==> src/rtl/mult_result_serializer.sv <==
// Captures products from the 3-cycle multiplier, buffers them in a small FIFO and
// streams each one out as two bytes (low first) with credit-based issue backpressure.
module mult_result_serializer #(
    parameter int unsigned LAT   = 3,
    parameter int unsigned DEPTH = 4
) (
    input  logic        clk,
    input  logic        reset,
    input  logic        issue,
    output logic        issue_ready,
    input  logic [15:0] prod,
    output logic [7:0]  out_data,
    output logic        out_hi,
    output logic        out_valid,
    input  logic        out_ready,
    output logic        overflow
);

    localparam int unsigned AW = (DEPTH > 1) ? $clog2(DEPTH) : 1;
    localparam int unsigned CW = $clog2(DEPTH + 1);
    localparam int unsigned SW = $clog2(LAT + DEPTH + 1);

    typedef enum logic {StLo, StHi} phase_e;

    logic [LAT-1:0] vpipe_q, vpipe_d;
    logic [AW-1:0]  head_q, head_d, tail_q, tail_d;
    logic [CW-1:0]  occ_q, occ_d;
    phase_e         phase_q, phase_d;
    logic           overflow_q, overflow_d;
    logic [15:0]    mem_q [DEPTH];

    logic [SW-1:0]  credit_used;
    logic           issue_acc, capture, full, push, pop, handshake;
    logic [15:0]    head_word;

    // Credit counts both in-flight issues and buffered products, registered state only.
    always_comb begin
        credit_used = SW'(occ_q);
        for (int i = 0; i < LAT; i++) begin
            credit_used = credit_used + SW'(vpipe_q[i]);
        end
    end

    assign issue_ready = (credit_used < SW'(DEPTH));
    assign issue_acc   = issue & issue_ready;
    assign capture     = vpipe_q[LAT-1];
    assign full        = (occ_q == CW'(DEPTH));
    assign push        = capture & ~full;

    assign out_valid = (occ_q != '0);
    assign out_hi    = (phase_q == StHi);
    assign head_word = mem_q[head_q];
    assign handshake = out_valid & out_ready;
    assign pop       = handshake & (phase_q == StHi);

    always_comb begin
        out_data = 8'h00;
        if (out_valid) begin
            out_data = out_hi ? head_word[15:8] : head_word[7:0];
        end
    end

    always_comb begin
        vpipe_d    = {vpipe_q[LAT-2:0], issue_acc};
        head_d     = head_q;
        tail_d     = tail_q;
        occ_d      = occ_q;
        overflow_d = overflow_q;
        if (push) begin
            tail_d = tail_q + AW'(1);
        end
        if (pop) begin
            head_d = head_q + AW'(1);
        end
        unique case ({push, pop})
            2'b10:   occ_d = occ_q + CW'(1);
            2'b01:   occ_d = occ_q - CW'(1);
            default: occ_d = occ_q;
        endcase
        // Dropped issue or dropped capture both latch the error until reset.
        if ((issue & ~issue_ready) | (capture & full)) begin
            overflow_d = 1'b1;
        end
    end

    always_comb begin
        phase_d = phase_q;
        unique case (phase_q)
            StLo:    if (handshake) phase_d = StHi;
            StHi:    if (handshake) phase_d = StLo;
            default: phase_d = StLo;
        endcase
    end

    always_ff @(posedge clk or posedge reset) begin
        if (reset) begin
            vpipe_q    <= '0;
            head_q     <= '0;
            tail_q     <= '0;
            occ_q      <= '0;
            phase_q    <= StLo;
            overflow_q <= 1'b0;
        end else begin
            vpipe_q    <= vpipe_d;
            head_q     <= head_d;
            tail_q     <= tail_d;
            occ_q      <= occ_d;
            phase_q    <= phase_d;
            overflow_q <= overflow_d;
        end
    end

    // Storage needs no reset: occupancy gates every read.
    always_ff @(posedge clk) begin
        if (push) begin
            mem_q[tail_q] <= prod;
        end
    end

    assign overflow = overflow_q;

endmodule

==> config.mk <==
export PLATFORM = sky130hd
export DESIGN_NAME = mult_result_serializer
export DESIGN_NICKNAME = d
export VERILOG_FILES = /design/src/rtl/mult_result_serializer.sv
export SDC_FILE = /design/constraint.sdc
export NUM_CORES = 1
export LEC_CHECK = 0
export CAP_MARGIN = 0
export CORE_UTILIZATION = 30
export CTS_CLUSTER_SIZE = 40
export DETAILED_ROUTE_END_ITERATION = 16
export PLACE_DENSITY_LB_ADDON = 0.1
export SLEW_MARGIN = 40
export SYNTH_ARGS = -nofsm -noshare
export SYNTH_HDL_FRONTEND = slang
export SYNTH_SLANG_ARGS = --single-unit
==> constraint.sdc <==
create_clock -name clk -period 2.2 [get_ports clk]
set_input_delay 0.22 -clock clk [delete_from_list [all_inputs] [get_ports clk]]
set_output_delay 0.22 -clock clk [all_outputs]
set_load 0.03 [all_outputs]
==> results.sh <==
export IMPL_p_switching_w=0.001976
export IMPL_seq_area_sq_um=2223
export IMPL_grt_pass1_wl_um=9653
export IMPL_grt_ovfl_total=0
export IMPL_power_frac_clock=0.222
export IMPL_antenna_left=0
export IMPL_clkSinkCount=76
export IMPL_grt_setup_unrepaired="true"
export IMPL_endpoint_kind="output pin"
export IMPL_die_area_sq_um=10970
export IMPL_io_buffers=31
export IMPL_layout_nets=265
export IMPL_worst_ep_required_time_ps=1980
export IMPL_max_vdd_ir_drop_uv=751.7
export IMPL_utilization=0.3817
export IMPL_ioPinCount=32
export IMPL_cts_tree="built"
export IMPL_finalCritPeriodShare=1.040
export IMPL_total_power_w=0.005605
export IMPL_totalWireLength_um=6056
export IMPL_slew_viol_final=0
export IMPL_tightestPinTransition_ps=482.5
export IMPL_antenna_found_initial=0
export IMPL_drcViolationCount=0
export IMPL_synthesis_nets=217
export IMPL_grt_pass1_vias=1781
export IMPL_p_int_w=0.003629
export IMPL_wl_per_cell_um=16.11
export IMPL_max_freq_ghz=0.4370
export IMPL_row_count=37
export IMPL_insertion_delay_ps=340
export IMPL_cp_max_fo=2
export IMPL_gp_congestion=0.7099
export IMPL_crit_type="flip-flop to output pin"
export IMPL_grt_max_degree=33
export IMPL_die_w_um=104.7
export IMPL_synthToLayoutAreaGrowth_pct=23.86
export IMPL_avgSynthCellArea_sq_um=16.84
export IMPL_first_pass_iters=4
export IMPL_yosysUniqueCellTypes=28
export IMPL_fillers=983
export IMPL_switching_share=0.3525
export IMPL_grt_usage=0.1219
export IMPL_drt_initial_drc_count=53
export IMPL_power_leakage_nw=1.471
export IMPL_start_util=0.3081
export IMPL_ys_seq_area_frac=0.7017
export IMPL_setup_viol=4
export IMPL_n_antenna_cell=0
export IMPL_root_buffer="clkbuf_8"
export IMPL_comb_power_share=0.417
export IMPL_core_area_sq_um=10280
export IMPL_setup_ws_ps=-88.16
export IMPL_h_tree_depth=3
export IMPL_drive_gt1_frac=0.2042
export IMPL_hold_slack_ps=196.2
export IMPL_period_needed_ps=2288
export IMPL_mostFrequentLayoutCell="edfxtp_1"
export IMPL_vias=1650
export IMPL_synth_cells=188
export IMPL_skew_ps=9.209
export IMPL_synth_warnings=0
export IMPL_hold_violations=0
export IMPL_dp_hpwl_um=3848
export IMPL_synth_area_sq_um=3167
export IMPL_violations="negative setup slack"
export IMPL_multi_input_area_sq_um=849.6
export IMPL_power_per_cell_area_nw_per_um2=1429
export IMPL_drv_cap=0
export IMPL_die_h_um=104.7
export IMPL_cp_arrival_ps=2070
export IMPL_clkSlewWorstSetupHoldPaths_ps=70
export IMPL_outcome="finished with violations"
export IMPL_relSlewSlack=0.6780
export IMPL_final_cell_mix="edfxtp_1, mux2i_1, clkdlybuf4s50_1, buf_4, a22oi_1"
export IMPL_vias_per_cell=4.388
export IMPL_ys_ff_latch=76
export IMPL_hp_class="input pin to asynchronous set/reset pin"
export IMPL_worstSetupStartpointType="flip-flop"
export IMPL_cts_buffers=9
export IMPL_ctsLongestPathBuffers=2
export IMPL_share_seq_of_total_power=0.361
stage by stage:
step	instance area, sq um	setup WS (ps)	setup TNS (ps)	instances
floorplan	3167	180.5	0	188
global placement	3637	109.0	0	358
detailed placement	3637	99.68	0	358
CTS	3913	-148.5	-148.5	375
global route	3923	-177.1	-1111	376
finish	3923	-88.16	-104.5	376
synth_stat cells, drive strengths merged:
| cell | count | share of area |
|---|---|---|
| and2 | 5 | 0.0099 |
| fa | 2 | 0.013 |
| a21boi | 2 | 0.0059 |
| mux2i | 33 | 0.10 |
| nand2 | 2 | 0.0024 |
| nor2 | 3 | 0.0036 |
| edfxtp | 64 | 0.61 |
| o21ai | 1 | 0.0016 |
| dfrtp | 12 | 0.095 |
| a31o | 2 | 0.0055 |
| clkbuf | 1 | 0.0016 |
| and3b | 1 | 0.0028 |
| and3 | 8 | 0.016 |
| nor2b | 3 | 0.0059 |
| ha | 7 | 0.028 |
| nor3 | 1 | 0.0016 |
| xor2 | 3 | 0.0083 |
| or3 | 1 | 0.0036 |
| xnor2 | 3 | 0.0083 |
| mux2 | 1 | 0.0036 |
| a22oi | 16 | 0.038 |
| inv | 11 | 0.013 |
| buf | 6 | 0.023 |
sequential cells by signal (all words and copies together), names as in the netlist:
| signal | count |
|---|---|
| vpipe_q | 3 |
| overflow | 1 |
| tail_q | 2 |
| mem_q | 64 |
| occ_q | 3 |
| head_q | 2 |
| out_hi | 1 |
layout make-up:
class,count,area share
Multi-Input combinational cell,94,0.2166
Inverter,11,0.01053
Clock inverter,6,0.02903
Clock buffer,9,0.03158
Timing Repair Buffer,44,0.1021
Tap cell,136,0.04338
Sequential cell,76,0.5668
power groups by stage:
| stage | clock network, W | registers (W) | logic [W] |
|---|---|---|---|
| after floorplan | 0 | 0.00203 | 0.00159 |
| after global placement | 0 | 0.00205 | 0.00229 |
| after detailed placement | 0 | 0.00205 | 0.00228 |
| after CTS | 0.00129 | 0.00203 | 0.00236 |
| after global routing | 0.00134 | 0.00206 | 0.00256 |
| final | 0.00124 | 0.00202 | 0.00234 |
critical path, stage by stage (launching register included):
cell	delay [ps]
dfrtp_1	370
inv_2	50
fa_2	370
inv_2	70
ha_4	180
and3b_1	170
or3_4	340
nand2_2	70
buf_6	120
path summary, 6_finish.rpt:
path,endpoint,cells after the start,slack [ps],start
min in group clk,vpipe_q[2],0,410,vpipe_q[1]
worst max-delay path,issue_ready,8,-90,vpipe_q[0]
worst max register to register,occ_q[2],11,100,occ_q[0]
worst min-delay path,out_hi,2,200,reset
worst min register to register,vpipe_q[2],0,410,vpipe_q[1]
max in group asynchronous,head_q[1],2,1650,reset
kinds of logic after synthesis:
group                    count (synthesis)  synth area share
AND/OR/NAND/NOR                         24           0.04544
flip-flops                              76            0.7017
adder cells (fa/ha/maj)                  9           0.04030
XOR/XNOR                                 6           0.01660
AO/OA/AOI/OAI                           21           0.05097
buffers and inverters                   18           0.03714
multiplexers                            34            0.1079
per-layer routing:
layer,share of wire,global-route usage
met5,0,0
met4,0.016,0.05433
met3,0.039,0.03369
met2,0.51,0.2077
met1,0.44,0.1431
repair_timing:
action                                 in CTS  in global routing
hold buffers                                0                  0
endpoints found under the hold margin       0                  0
gates cloned                                0                  0
resized for setup                           9                  1
setup buffers                               2                  1
setup endpoints to repair                   8                  5
pin swaps                                   3                  2
(Power assumes the default switching activity.)
